==> config.mk <==
export PLATFORM = sky130hd
export DESIGN_NAME = sub_inst_resp_collector_flat
export DESIGN_NICKNAME = d
export VERILOG_FILES = /design/src/rtl/sub_inst_resp_collector_if.sv /design/src/rtl/sub_inst_resp_collector.sv /design/src/flat_wrapper.sv
export SDC_FILE = /design/constraint.sdc
export NUM_CORES = 1
export LEC_CHECK = 0
export CELL_PAD_IN_SITES_DETAIL_PLACEMENT = 0
export CELL_PAD_IN_SITES_GLOBAL_PLACEMENT = 1
export CORE_UTILIZATION = 33
export CTS_CLUSTER_SIZE = 8
export DETAILED_ROUTE_END_ITERATION = 10
export MAX_ROUTING_LAYER = met4
export PLACE_DENSITY_LB_ADDON = 0.1
export SLEW_MARGIN = 10
export SYNTH_ARGS = -nofsm -noshare
export SYNTH_HDL_FRONTEND = slang
export SYNTH_SLANG_ARGS = --single-unit
==> constraint.sdc <==
create_clock -name clk -period 5.9 [get_ports clk]
set_input_delay 0.885 -clock clk [delete_from_list [all_inputs] [get_ports clk]]
set_output_delay 0.885 -clock clk [all_outputs]
set_load 0.05 [all_outputs]
==> src/rtl/sub_inst_resp_collector_if.sv <==
// rtl/sub_inst_resp_collector_if.sv - child/upstream response channel bundle for the collector
// slave: collector side; master: the children plus upstream consumer.
interface sub_inst_resp_collector_if #(
   parameter int N_CHILD = 5,
   parameter int DATA_W  = 16
);
   logic [N_CHILD-1:0]        in_valid;
   logic [N_CHILD*DATA_W-1:0] in_data;
   logic [N_CHILD-1:0]        in_ready;
   logic                      out_valid;
   logic [DATA_W-1:0]         out_data;
   logic [2:0]                out_src;
   logic                      out_ready;

   modport slave (
      input  in_valid, in_data, out_ready,
      output in_ready, out_valid, out_data, out_src
   );

   modport master (
      output in_valid, in_data, out_ready,
      input  in_ready, out_valid, out_data, out_src
   );
endinterface

==> src/rtl/sub_inst_resp_collector.sv <==
// rtl/sub_inst_resp_collector.sv - round-robin merge of child responses into one registered slot
// Grants are combinational against the slot-free condition; the slot refills in the cycle it drains.
module sub_inst_resp_collector #(
   parameter int N_CHILD = 5,
   parameter int DATA_W  = 16
) (
   input  logic                      clk,
   input  logic                      rst_n,
   sub_inst_resp_collector_if.slave  bus,
   output logic [15:0]               grant_cnt
);
   localparam logic [3:0] NC = 4'(N_CHILD);

   logic              out_valid_q, out_valid_d;
   logic [DATA_W-1:0] out_data_q,  out_data_d;
   logic [2:0]        out_src_q,   out_src_d;
   logic [2:0]        rr_ptr_q,    rr_ptr_d;
   logic [15:0]       grant_cnt_q, grant_cnt_d;

   logic       found;
   logic [2:0] gnt_idx;
   logic [3:0] cand;
   logic       slot_free;
   logic       grant;

   // First valid child at or after rr_ptr, wrapping modulo N_CHILD.
   always_comb begin
      found   = 1'b0;
      gnt_idx = 3'd0;
      cand    = 4'd0;
      for (int k = 0; k < N_CHILD; k++) begin
         cand = {1'b0, rr_ptr_q} + 4'(k);
         if (cand >= NC) begin
            cand = cand - NC;
         end
         if (!found && bus.in_valid[cand[2:0]]) begin
            found   = 1'b1;
            gnt_idx = cand[2:0];
         end
      end
   end

   assign slot_free = !out_valid_q || bus.out_ready;
   assign grant     = rst_n && slot_free && found;

   always_comb begin
      bus.in_ready = '0;
      for (int i = 0; i < N_CHILD; i++) begin
         bus.in_ready[i] = grant && (gnt_idx == 3'(i));
      end
   end

   always_comb begin
      out_valid_d = out_valid_q;
      out_data_d  = out_data_q;
      out_src_d   = out_src_q;
      rr_ptr_d    = rr_ptr_q;
      grant_cnt_d = grant_cnt_q;
      if (grant) begin
         out_valid_d = 1'b1;
         out_data_d  = bus.in_data[gnt_idx*DATA_W +: DATA_W];
         out_src_d   = gnt_idx;
         rr_ptr_d    = (gnt_idx == 3'(N_CHILD - 1)) ? 3'd0 : gnt_idx + 3'd1;
         grant_cnt_d = grant_cnt_q + 16'd1;
      end else if (out_valid_q && bus.out_ready) begin
         // Drained with nothing to refill: payload and source keep their last values.
         out_valid_d = 1'b0;
      end
   end

   always_ff @(posedge clk or negedge rst_n) begin
      if (!rst_n) begin
         out_valid_q <= 1'b0;
         out_data_q  <= '0;
         out_src_q   <= 3'd0;
         rr_ptr_q    <= 3'd0;
         grant_cnt_q <= 16'd0;
      end else begin
         out_valid_q <= out_valid_d;
         out_data_q  <= out_data_d;
         out_src_q   <= out_src_d;
         rr_ptr_q    <= rr_ptr_d;
         grant_cnt_q <= grant_cnt_d;
      end
   end

   assign bus.out_valid = out_valid_q;
   assign bus.out_data  = out_data_q;
   assign bus.out_src   = out_src_q;
   assign grant_cnt     = grant_cnt_q;
endmodule

==> src/flat_wrapper.sv <==
// flat-port wrapper written by rule: the top's interface ports become plain ports
module sub_inst_resp_collector_flat 
#(
   parameter int N_CHILD = 5,
   parameter int DATA_W  = 16
)
  (clk, rst_n, grant_cnt, bus_in_valid, bus_in_data, bus_out_ready, bus_in_ready, bus_out_valid, bus_out_data, bus_out_src);
  sub_inst_resp_collector_if #(.N_CHILD(N_CHILD), .DATA_W(DATA_W)) bus_i ();
  input  logic clk;
  input  logic rst_n;
  output logic [15:0] grant_cnt;
  input wire logic [$bits(bus_i.in_valid)-1:0] bus_in_valid;
  input wire logic [$bits(bus_i.in_data)-1:0] bus_in_data;
  input wire logic [$bits(bus_i.out_ready)-1:0] bus_out_ready;
  output wire logic [$bits(bus_i.in_ready)-1:0] bus_in_ready;
  output wire logic [$bits(bus_i.out_valid)-1:0] bus_out_valid;
  output wire logic [$bits(bus_i.out_data)-1:0] bus_out_data;
  output wire logic [$bits(bus_i.out_src)-1:0] bus_out_src;
  assign bus_i.in_valid = bus_in_valid;
  assign bus_i.in_data = bus_in_data;
  assign bus_i.out_ready = bus_out_ready;
  assign bus_in_ready = bus_i.in_ready;
  assign bus_out_valid = bus_i.out_valid;
  assign bus_out_data = bus_i.out_data;
  assign bus_out_src = bus_i.out_src;
  sub_inst_resp_collector #(.N_CHILD(N_CHILD), .DATA_W(DATA_W)) u_core (.clk(clk), .rst_n(rst_n), .bus(bus_i), .grant_cnt(grant_cnt));
endmodule
==> run summary, run 1 <==
fill cell count - 958
synth-to-layout area growth - 45.6%
clock buffer count from CTS - 5
syn_area_per_cell - 8.80 um^2
hold path endpoint - u_core.grant_cnt[15]$_DFFE_PN0P_
total die area - 10600 um^2
clk slew on worst S/H paths - 90 ps
clock skew - 8.68 ps
Final #Nets - 604
Ports - 129
Vias/cell - 5.39
Final setup viols - 0
synth unique cells - 67
Post-synth ARST share - 100%
Startpoint Class - register
vias post-DR - 3447
top_reg_cell synth - dfrtp_1
Global Route Usage Sum - 21.8%
die height - 103 um
Worst-Margin Slew - 982 ps
relative slew slack - 34.5%
Yosys warning count - 0
required time of the critical path - 5020 ps
most frequent cells in the layout - clkdlybuf4s50_1 (122), nand2_1 (52), dfrtp_1 (39), nor2_1 (29), o22ai_1 (17)
Synth Register Bits - 39
Detail Placement HPWL - 8.59 mm
Detailed Routing Iterations Pass 1 - 4
Final Non-Filler Cells - 640
routability cong. - 0.966
Routed WL per cell - 17.7 um
reg2reg start - u_core.rr_ptr_q[1]$_DFFE_PN0P_
arrival time at the worst endpoint - 4710 ps
largest net degree at the start of global routing - 42
critical path class - reg2out
share of layout cells above drive strength 1 - 10.8%
Routed WL - 11.3 mm
CTS tree - built
RSZ-0062 raised after global routing - false
Clock Tree Buf Depth - 2
Final Hold Vio Count - 0
first-pass GRT wire length - 17.0 mm
vias in the first global route - 3231
R2R setup slack - 1310 ps
initial DRC count - 225
setup TNS - 0 ps
drt drc - 0
num rows - 36
initial antenna violation count - 0
Max Clock Freq - 179 MHz
Slew Viols, Final - 0
H-tree levels - 2
min cycle time layout - 5590 ps
CP Capture Type - output pin
most common cell after layout, fill and taps aside - clkdlybuf4s50_1
Root Buffer - clkbuf_8
Post-Synthesis Cell Area - 3370 um^2
Hold Path Stages - 1
Synth Instances - 383
Hold Crit Class - reg2reg
Die X-Extent - 103 um
number of synthesized flops with an enable pin - 0
post-synthesis sequential area ratio - 28.9%
FF-to-FF End - u_core.bus.out_data[4]$_DFFE_PN0P_
Routed Antenna Nets - 0
Initial Utilization - 34.3%
R2R cell count - 12
Critical Path Fanout Max - 18
run status - finished, final reports clean
post-synth net total - 481
worst hold path startpoint - u_core.grant_cnt[15]$_DFFE_PN0P_
Period Utilization, post-route - 94.8%
gr ovfl total - 0
IO buf count - 128
core area - 9820 um^2
CP startpoint - u_core.rr_ptr_q[1]$_DFFE_PN0P_
Placed Instances - 627
Clock Sinks - 39
Worst-Skew Late Latency - 300 ps
Max Cap Viol - 0
post-CTS resize count - 0
ant diodes - 0
==> layer usage <==
layer	up-vias	wire, um	global-route usage [%]
met5	-	0	-
met4	0	208	5.63
met3	16	660	3.59
met2	128	5420	34.3
met1	1627	5050	29.2
li1	1676	-	-
==> area by class of cell <==
cell class	count	area, um^2	area share [%]
clock buffers	5	68.8	1.40
clock inverters	3	43.8	0.892
inverters	12	45.0	0.917
multi-input cells	307	2200	44.8
flip-flops and latches	39	976	19.9
well taps	133	166	3.39
repair buffers	141	1410	28.7
==> logic make-up after synthesis <==
group	Yosys count	share of synthesized area (%)
AO/OA/AOI/OAI	118	29.5
XOR/XNOR	18	4.68
adder cells (fa/ha/maj)	10	3.93
buffers and inverters	37	5.94
flip-flops	39	28.9
multiplexers	13	5.12
AND/OR/NAND/NOR	148	21.9
==> synthesized netlist by cell type, types with 7 or more instances <==
cell type / n / area share [%]
a211oi_1: 11 / 2.4
and3_1: 10 / 1.9
a21boi_1: 10 / 2.2
xnor2_1: 12 / 3.1
a311oi_1: 14 / 3.6
inv_1: 12 / 1.3
nand2_1: 52 / 5.8
o21ai_0: 7 / 1.0
nor2_1: 29 / 3.2
dfrtp_1: 39 / 29
buf_2: 10 / 1.5
o22ai_1: 17 / 3.2
nor2b_1: 7 / 1.3
a21oi_1: 12 / 1.8
nand3_1: 12 / 1.8
ha_1: 9 / 3.3
==> critical path, stage by stage, from the launching register on <==
cell and delay (ps):
dfrtp_1 470, inv_1 180, ha_1 230, ha_1 500
a21oi_1 250, and3_1 250, nor3_1 510, a2111o_1 250
a21oi_1 110, o22ai_2 590, nand2_2 430, nor3_1 440
buf_12 190
==> sequential cells by signal, summed over array words and instances (netlist names) <==
register and flops:
u_core.bus.out_data 16, u_core.bus.out_src 3, u_core.bus.out_valid 1, u_core.grant_cnt 16, u_core.rr_ptr_q 3
==> what timing repair did <==
item / CTS / global route
buffers inserted: 0 / 5
hold buffers: 0 / 0
endpoints found under the hold margin: 0 / 0
endpoints found under the setup margin: 0 / 1
==> how the worst max path moves through the flow <==
stage | end | cells past startpoint
6_report | bus_in_ready[0] | 12
5_1_grt | bus_in_ready[0] | 12
4_1_cts | bus_in_ready[0] | 13
3_5_place_dp | bus_in_ready[0] | 10
3_3_place_gp | bus_in_ready[1] | 11
2_1_floorplan | bus_in_ready[1] | 16
==> metrics by stage <==
| step | util [%] | hold slack (ps) | area, um^2 | setup WS, ps |
|---|---|---|---|---|
| 6_report | 50.0 | 481 | 4910 | 305 |
| 5_1_grt | 50.0 | 510 | 4910 | 39.8 |
| 4_1_cts | 49.6 | 483 | 4870 | 254 |
| 3_5_place_dp | 48.5 | 464 | 4760 | 400 |
| 3_3_place_gp | 48.5 | 461 | 4760 | 563 |
| 2_1_floorplan | - | 589 | 3370 | 332 |
Power of run 1 is left out: the tool's default activity adds up to more than one toggle a clock period on the data nets, which glitch-free logic cannot reach.
==> run 2, diff against run 1 <==
--- a/config.mk
+++ b/config.mk
@@ -5,9 +5,9 @@
 export SDC_FILE = /design/constraint.sdc
 export NUM_CORES = 1
 export LEC_CHECK = 0
-export CELL_PAD_IN_SITES_DETAIL_PLACEMENT = 0
-export CELL_PAD_IN_SITES_GLOBAL_PLACEMENT = 1
-export CORE_UTILIZATION = 33
+export CELL_PAD_IN_SITES_DETAIL_PLACEMENT = 1
+export CELL_PAD_IN_SITES_GLOBAL_PLACEMENT = 2
+export CORE_UTILIZATION = 25
 export CTS_CLUSTER_SIZE = 8
 export DETAILED_ROUTE_END_ITERATION = 10
 export MAX_ROUTING_LAYER = met4
==> run 2 against run 1 <==
Against the previous run: cell count up 6.9%; fmax grew 2.6%; hold slack gained 5.4 ps; flip-flop and latch count unchanged; largest cell class unchanged; wire length grew 12%; final area is 2.1% higher; count of clock-buffer cells in the layout unchanged.
==> run summary, run 2 (synthesized netlist as in run 1, its figures left out) <==
most common cell after layout, fill and taps aside - clkdlybuf4s50_1
IO buf count - 128
Routed WL - 12.6 mm
delay-heaviest family, CP - simple AND/OR/NAND/NOR gates
Initial Utilization - 25.6%
clock buffer count from CTS - 5
first-pass GRT wire length - 20.5 mm
Startpoint Class - register
post-CTS resize count - 0
Clock Tree Buf Depth - 2
initial antenna violation count - 0
setup TNS - 0 ps
R2R setup slack - 1230 ps
largest net degree at the start of global routing - 42
relative slew slack - 53.8%
RSZ-0062 raised after global routing - false
Ports - 129
hold path endpoint - u_core.grant_cnt[15]$_DFFE_PN0P_
min cycle time layout - 5450 ps
Detail Placement HPWL - 9.70 mm
worst hold path startpoint - u_core.grant_cnt[15]$_DFFE_PN0P_
Period Utilization, post-route - 92.4%
run status - finished, final reports clean
reg2reg start - u_core.rr_ptr_q[0]$_DFFE_PN0P_
critical path class - reg2out
Vias/cell - 5.04
R2R cell count - 14
FF-to-FF End - u_core.bus.out_data[8]$_DFFE_PN0P_
gr ovfl total - 0
Worst-Skew Late Latency - 290 ps
worst-path cell with the longest stage delay - or4_4
Root Buffer - clkbuf_16
Clock Sinks - 39
Final #Nets - 605
core area - 13200 um^2
Detailed Routing Iterations Pass 1 - 5
Final Hold Vio Count - 0
Critical Path Max Stage Delay - 560 ps
hold_buf cts - 0
Max Cap Viol - 0
critical path, cell by cell - inv_1 -> ha_1 -> nor2b_1 -> a41o_1 -> o22ai_1 -> or3b_1 -> or4_4 -> a32oi_4 -> o311ai_4 -> and2_4 -> nor3_1 -> buf_12
num rows - 42
arrival time at the worst endpoint - 4570 ps
synth-to-layout area growth - 48.7%
drt drc - 0
fill cell count - 1573
H-tree levels - 2
Routed WL per cell - 18.5 um
Hold Path Stages - 1
Max Clock Freq - 183 MHz
ant diodes - 0
Buf/Inv on CP - 2
Die X-Extent - 118 um
share of layout cells above drive strength 1 - 11.0%
postcts setup bufs - 0
most frequent cells in the layout - clkdlybuf4s50_1 (122), nand2_1 (52), dfrtp_1 (39), nor2_1 (29), o22ai_1 (17)
Critical Path Fanout Max - 23
required time of the critical path - 5020 ps
Slew Viols, Final - 0
CP Capture Type - output pin
Final setup viols - 0
total die area - 14000 um^2
vias post-DR - 3447
die height - 118 um
Hold Crit Class - reg2reg
initial DRC count - 154
CTS tree - built
Global Route Usage Sum - 19.4%
clock skew - 8.29 ps
clk slew on worst S/H paths - 60 ps
routability cong. - 0.786
vias in the first global route - 3809
Routed Antenna Nets - 0
Worst-Margin Slew - 691 ps
## run 2: worst max-delay path by stage
stage / startpoint / endpoint / slack, ps / cells after the start
floorplan: u_core.rr_ptr_q[1]$_DFFE_PN0P_ / bus_in_ready[1] / 330 / 16
global placement: bus_in_valid[0] / bus_in_ready[1] / 530 / 11
detailed placement: bus_in_valid[0] / bus_in_ready[1] / 470 / 11
CTS: u_core.rr_ptr_q[1]$_DFFE_PN0P_ / bus_in_ready[1] / 380 / 13
global route: u_core.rr_ptr_q[0]$_DFFE_PN0P_ / bus_in_ready[3] / 110 / 13
finish: u_core.rr_ptr_q[1]$_DFFE_PN0P_ / bus_in_ready[1] / 450 / 12
## run 2: through the flow
step / setup slack (ps) / area (um^2) / hold WS, ps / util (%) / instances
3_3_place_gp: 526 / 4850 / 462 / 36.7 / 676
2_1_floorplan: 332 / 3370 / 589 / - / 383
4_1_cts: 380 / 5010 / 486 / 38.0 / 684
5_1_grt: 113 / 5010 / 503 / 38.0 / 684
6_report: 448 / 5010 / 486 / 38.0 / 684
3_5_place_dp: 472 / 4850 / 473 / 36.7 / 676
## run 2: worst register-to-register path, cell delays in order, from the launching register on
cell,delay [ps]
dfrtp_1,380
inv_1,230
ha_1,220
inv_1,60
fa_1,450
or4_4,560
a2111oi_4,440
o21bai_1,190
nand3b_2,250
nor3b_1,110
o311ai_4,590
and2_4,460
buf_4,270
a211oi_2,90
a311oi_1,270
## run 2: metal layers
layer | up-vias | track usage (%) | wire length (um)
li1 | 1677 | - | -
met1 | 1664 | 24.9 | 5900
met2 | 99 | 31.3 | 5940
met3 | 7 | 4.49 | 707
met4 | 0 | 3.93 | 104
met5 | - | - | 0
## run 2: layout make-up
type	instances	area (um^2)	share of cell area [%]
Inverter	12	45.0	0.898
Tap cell	176	220	4.39
Sequential cell	39	976	19.5
Clock buffer	5	125	2.50
Clock inverter	3	43.8	0.873
Timing Repair Buffer	142	1410	28.0
Multi-Input combinational cell	307	2200	43.8
Power of run 2 is left out for the same reason.
